===== src/rtl/endpoint_tx_loader.sv =====
// endpoint_tx_loader: loads one outbound message into a chiplet endpoint.
// Programs the packet-start register and streams the payload words into
// the TX cache, then writes the message ID to the send register.
module endpoint_tx_loader #(
   parameter int NUM_MSGS        = 4,
   parameter int CACHE_NUM_WORDS = 128,
   parameter int ADDR_WIDTH      = $clog2(4*CACHE_NUM_WORDS)
) (
   input  logic                               clk,
   input  logic                               rst,
   input  logic                               req_valid,
   output logic                               req_ready,
   input  logic [$clog2(NUM_MSGS)-1:0]        req_msg_id,
   input  logic [$clog2(CACHE_NUM_WORDS)-1:0] req_start_word,
   input  logic [$clog2(CACHE_NUM_WORDS):0]   req_len,
   input  logic                               data_valid,
   output logic                               data_ready,
   input  logic [31:0]                        data,
   output logic [31:0]                        bus_addr,
   output logic                               bus_wen,
   output logic                               bus_ren,
   output logic [31:0]                        bus_wdata,
   output logic [3:0]                         bus_strobe,
   input  logic [31:0]                        bus_rdata,
   input  logic                               bus_error,
   input  logic                               bus_request_stall,
   output logic                               busy,
   output logic                               done,
   output logic                               err
);

   localparam int ID_W = $clog2(NUM_MSGS);
   localparam int SW   = $clog2(CACHE_NUM_WORDS);
   localparam int LW   = SW + 1;

   typedef enum logic [2:0] {
      ST_IDLE     = 3'd0,
      ST_SET_ADDR = 3'd1,
      ST_LOAD     = 3'd2,
      ST_SEND     = 3'd3,
      ST_DONE     = 3'd4
   } state_t;

   state_t          state_q, state_d;
   logic [ID_W-1:0] id_q, id_d;
   logic [SW-1:0]   start_q, start_d;
   logic [LW-1:0]   len_q, len_d;
   logic [LW-1:0]   i_q, i_d;

   logic            complete_s;
   logic            req_bad_s;
   logic            err_s;
   logic [SW+1:0]   end_word_s;
   logic            unused_rdata;

   // The read data path is never used by a write-only manager.
   assign unused_rdata = ^bus_rdata;

   // Request range check, done one bit wider than the length so it cannot wrap.
   always_comb begin
      end_word_s = {2'b00, req_start_word} + {1'b0, req_len};
      req_bad_s  = (end_word_s > (SW+2)'(CACHE_NUM_WORDS)) ||
                   ({1'b0, req_msg_id} >= (ID_W+1)'(NUM_MSGS));
   end

   // Bus and handshake outputs decoded from the current state.
   always_comb begin
      bus_addr   = 32'h0000_0000;
      bus_wdata  = 32'h0000_0000;
      bus_wen    = 1'b0;
      data_ready = 1'b0;
      case (state_q)
         ST_SET_ADDR: begin
            bus_wen   = 1'b1;
            bus_addr  = 32'({id_q, 2'b00});
            bus_wdata = 32'(ADDR_WIDTH'({start_q, 2'b00}));
         end
         ST_LOAD: begin
            bus_wen    = data_valid;
            bus_addr   = 32'h0000_2000 + ((32'(start_q) + 32'(i_q)) << 2);
            bus_wdata  = data;
            data_ready = data_valid && !bus_request_stall;
         end
         ST_SEND: begin
            bus_wen   = 1'b1;
            bus_addr  = 32'h0000_1004;
            bus_wdata = 32'(id_q);
         end
         default: begin
            bus_wen = 1'b0;
         end
      endcase
      complete_s = bus_wen && !bus_request_stall;
      bus_ren    = 1'b0;
      bus_strobe = bus_wen ? 4'hF : 4'h0;
      req_ready  = (state_q == ST_IDLE);
      busy       = (state_q != ST_IDLE);
      done       = (state_q == ST_DONE);
      err        = err_s;
   end

   // Next-state and request-register update.
   always_comb begin
      state_d = state_q;
      id_d    = id_q;
      start_d = start_q;
      len_d   = len_q;
      i_d     = i_q;
      err_s   = 1'b0;
      case (state_q)
         ST_IDLE: begin
            if (req_valid) begin
               id_d    = req_msg_id;
               start_d = req_start_word;
               len_d   = req_len;
               i_d     = {LW{1'b0}};
               if (req_bad_s) begin
                  err_s = 1'b1;
               end else begin
                  state_d = ST_SET_ADDR;
               end
            end else begin
               state_d = ST_IDLE;
            end
         end
         ST_SET_ADDR: begin
            if (complete_s && bus_error) begin
               err_s   = 1'b1;
               state_d = ST_IDLE;
            end else if (complete_s) begin
               state_d = (len_q == {LW{1'b0}}) ? ST_SEND : ST_LOAD;
            end else begin
               state_d = ST_SET_ADDR;
            end
         end
         ST_LOAD: begin
            if (complete_s && bus_error) begin
               err_s   = 1'b1;
               state_d = ST_IDLE;
            end else if (complete_s) begin
               i_d = i_q + LW'(1);
               if (i_q == len_q - LW'(1)) begin
                  state_d = ST_SEND;
               end else begin
                  state_d = ST_LOAD;
               end
            end else begin
               state_d = ST_LOAD;
            end
         end
         ST_SEND: begin
            if (complete_s && bus_error) begin
               err_s   = 1'b1;
               state_d = ST_IDLE;
            end else if (complete_s) begin
               state_d = ST_DONE;
            end else begin
               state_d = ST_SEND;
            end
         end
         ST_DONE: begin
            state_d = ST_IDLE;
         end
         default: begin
            state_d = ST_IDLE;
         end
      endcase
   end

   // State and request registers with synchronous reset.
   always_ff @(posedge clk) begin
      if (rst) begin
         state_q <= ST_IDLE;
         id_q    <= {ID_W{1'b0}};
         start_q <= {SW{1'b0}};
         len_q   <= {LW{1'b0}};
         i_q     <= {LW{1'b0}};
      end else begin
         state_q <= state_d;
         id_q    <= id_d;
         start_q <= start_d;
         len_q   <= len_d;
         i_q     <= i_d;
      end
   end

endmodule

===== config.mk =====
export PLATFORM = sky130hd
export DESIGN_NAME = endpoint_tx_loader
export DESIGN_NICKNAME = d
export VERILOG_FILES = /design/src/rtl/endpoint_tx_loader.sv
export SDC_FILE = /design/constraint.sdc
export NUM_CORES = 1
export LEC_CHECK = 0
export ABC_AREA = 1
export CORE_MARGIN = 3
export CORE_UTILIZATION = 42
export CTS_BUF_LIST = sky130_fd_sc_hd__clkbuf_16
export DETAILED_ROUTE_END_ITERATION = 8
export GPL_TIMING_DRIVEN = 0
export HOLD_SLACK_MARGIN = 0.1
export PLACE_DENSITY = 0.92
export SLEW_MARGIN = 30
export SYNTH_ARGS = -nofsm -noshare
export SYNTH_HDL_FRONTEND = slang
export SYNTH_SLANG_ARGS = --single-unit

===== constraint.sdc =====
create_clock -name clk -period 4.59 [get_ports clk]
set_input_delay 0.6885 -clock clk [delete_from_list [all_inputs] [get_ports clk]]
set_output_delay 0.6885 -clock clk [all_outputs]
set_load 0.01 [all_outputs]

==> impl_metrics.py <==
metrics = {
    "clock_network": {
        "cts_resized": 0,
        "cts.sinks": 28,
        "cts_buffer_depth": 2,
        "clkTransAtPathRegs_ns": 0.06,
        "numCtsBuffers": 3,
        "cts_tree": "built",
        "clockRootBuffer": "clkbuf_16",
        "insertion_delay_ns": 0.27,
        "ctsHoldBuffers": 0,
        "post_cts_buffers": 0,
        "cts_max_level": 1,
    },
    "worst_setup_path": {
        "start_kind": "input pin",
        "crit_chain": "clkdlybuf4s50_1 -> ha_1 -> fa_1 -> or2_2 -> nor2_1 -> nand3_1 -> nor2_1 -> nand3_1 -> nand2_1 -> nand3_1 -> clkdlybuf4s50_1",
        "critPathSlowestCell": "clkdlybuf4s50_1",
        "crit_top_cell": "nand3_1",
        "cp-end-kind": "primary output",
        "critPathMaxFanout": 3,
        "critPathKind": "input pin to primary output",
        "slowest_delay_ns": 0.52,
        "required_ns": 3.90,
        "critPathArrivalTime_ns": 3.22,
    },
    "power": {
        "clockPowerShare": 0.258,
        "intPower_mw": 0.516,
        "power_density_nw_per_um2": 187,
        "p_seq_frac": 0.356,
        "p_switching_mw": 0.247,
        "total_leakage_power_nw": 2.00,
        "totalPowerFinal_mw": 0.762,
        "ir_worst_vdd_mv": 0.157,
        "switching_share": 0.324,
        "comb_power_share": 0.386,
    },
    "run_status": {
        "outcome": "finished clean",
    },
    "final_layout": {
        "fin_cells": 665,
        "antenna_cells": 0,
        "final_common_cell": "clkdlybuf4s50_1",
        "final_cell_mix": "107 x clkdlybuf4s50_1, 101 x nand2_1, 79 x inv_1, 60 x nor2_1, 40 x a21oi_1",
        "drive_above_1_share": 0.0797,
        "fillers": 536,
        "area_growth_pct": 48.0,
        "utilization": 0.664,
        "final_nets": 698,
    },
    "detailed_routing": {
        "antenna_left": 0,
        "finalWirelength_um": 8160,
        "wire_per_inst_um": 12.3,
        "drt_iter0_drc": 183,
        "drt_pre_antenna_iters": 4,
        "via_per_inst": 4.83,
        "vias": 3213,
        "route.detailed.drc": 0,
    },
    "sta": {
        "finClkSkew_ns": 0.00737,
        "finalHoldViolCount": 0,
        "max_freq_mhz": 256,
        "hold_ws_ns": 0.474,
        "period_needed_ns": 3.90,
        "setup-violations-final": 0,
        "slew_viol_final": 0,
        "fin_crit_sh": 0.851,
        "rsz0062_at_grt": "false",
        "fin_tns_setup_ns": 0,
    },
    "floorplanning": {
        "rows": 28,
        "io_pins": 162,
        "core_um2": 6130,
        "die_x_um": 86.9,
        "start_util": 0.449,
        "dieHeight_um": 86.9,
        "die_area_um2": 7560,
    },
    "synth": {
        "synthFlopType": "dfxtp_1",
        "synthesis.area_um2": 2750,
        "synth-seq-area-share": 0.204,
        "async_reset_ff_frac": 0,
        "avgSynthCellArea_um2": 5.99,
        "ys_ff_latch": 28,
        "yosysWarningCount": 0,
        "yosysUniqueCellTypes": 29,
        "syn-instance-count": 459,
        "synth_edf_count": 0,
    },
    "placed_design": {
        "globalplace.congestion": 0.893,
        "place_inst": 662,
        "dpl.hpwl_um": 6890,
        "io_buffer_count": 107,
    },
    "grt": {
        "globalRouteOverflowTotal": 0,
        "grt_usage": 0.214,
        "grt_pass1_vias": 3046,
        "grt_pass1_wl_um": 13400,
        "antenna_found_initial": 0,
        "grt_start_max_net_pins": 15,
    },
    "job": {
        "drv_cap": 0,
    },
    "hold_path": {
        "hold_class": "flop to flop",
    },
}
-- per-layer routing --
metal	GRT usage	vias up	wire length, um
li1	-	1652	-
met1	0.249	1418	3230
met2	0.409	132	4150
met3	0.0293	11	664
met4	0.0482	0	111
met5	0	-	0
-- power by group through the flow --
stage / Combinational (mW) / Sequential (mW) / Clock, mW
6_report: 0.294 / 0.271 / 0.196
5_1_grt: 0.330 / 0.273 / 0.205
4_1_cts: 0.292 / 0.271 / 0.197
3_5_place_dp: 0.290 / 0.277 / 0
3_3_place_gp: 0.283 / 0.276 / 0
2_1_floorplan: 0.179 / 0.273 / 0
-- through the flow --
stage,area (um^2),setup slack [ns]
2_1_floorplan,2830,1.80
3_3_place_gp,3990,0.709
3_5_place_dp,3990,0.689
4_1_cts,4070,0.677
5_1_grt,4070,0.544
6_report,4070,0.686
-- Yosys cell counts (all sizes together), types with 4 or more instances --
library cell | instances | area share
clkbuf | 4 | 0.0055
dfxtp | 28 | 0.20
inv | 82 | 0.11
nor2 | 62 | 0.091
ha | 17 | 0.077
nand3 | 26 | 0.047
xor2 | 6 | 0.019
xnor2 | 4 | 0.013
a21oi | 40 | 0.073
nand2 | 107 | 0.16
buf | 31 | 0.080
nor3 | 6 | 0.013
nand4 | 5 | 0.011
o21ai | 34 | 0.066
-- kinds of logic (layout without fill, tap and decap cells) --
kind of cell               Yosys count  count (layout)  synth area share
and+or+nand+nor                    209             209             0.333
DFF                                 28              28             0.204
buffers and inverters              117             227             0.197
xor gates and xnor gates            10              10            0.0318
AOI/OAI and AO/OA                   75              75             0.141
other                                1              22           0.00136
adders and majority gates           19              19            0.0919
-- sequential cells by signal, summed over array words and instances (netlist names) --
signal   cells
state_q      3
start_q      7
i_q          8
len_q        8
id_q         2
-- layout make-up --
cell class                      instances  area [um^2]  area share
Clock buffer                            3         75.1      0.0185
Timing Repair Buffer                  107         1070       0.263
Sequential cell                        28          561       0.138
Tap cell                               75         93.8      0.0231
Multi-Input combinational cell        335         1730       0.424
Inverter                               82          308      0.0756
Buffer                                 35          234      0.0575
-- final timing paths --
| path | from | to | slack (ns) | cells past startpoint |
|---|---|---|---|---|
| worst max-delay path | req_len[0] | err | 0.69 | 11 |
| worst min-delay path | id_q[0]$_SDFFE_PP0P_ | id_q[0]$_SDFFE_PP0P_ | 0.47 | 2 |
| worst max register to register | len_q[0]$_SDFFE_PP0P_ | state_q[0]$_SDFFE_PP0P_ | 2.90 | 13 |
| worst min register to register | id_q[0]$_SDFFE_PP0P_ | id_q[0]$_SDFFE_PP0P_ | 0.47 | 2 |
-- worst max-delay path, delay by kind of cell --
family	cells	cell delay, ns
buf+inv	2	1.01
simple gates	7	0.86
fa+ha+maj	2	0.65
(Power assumes the default switching activity.)
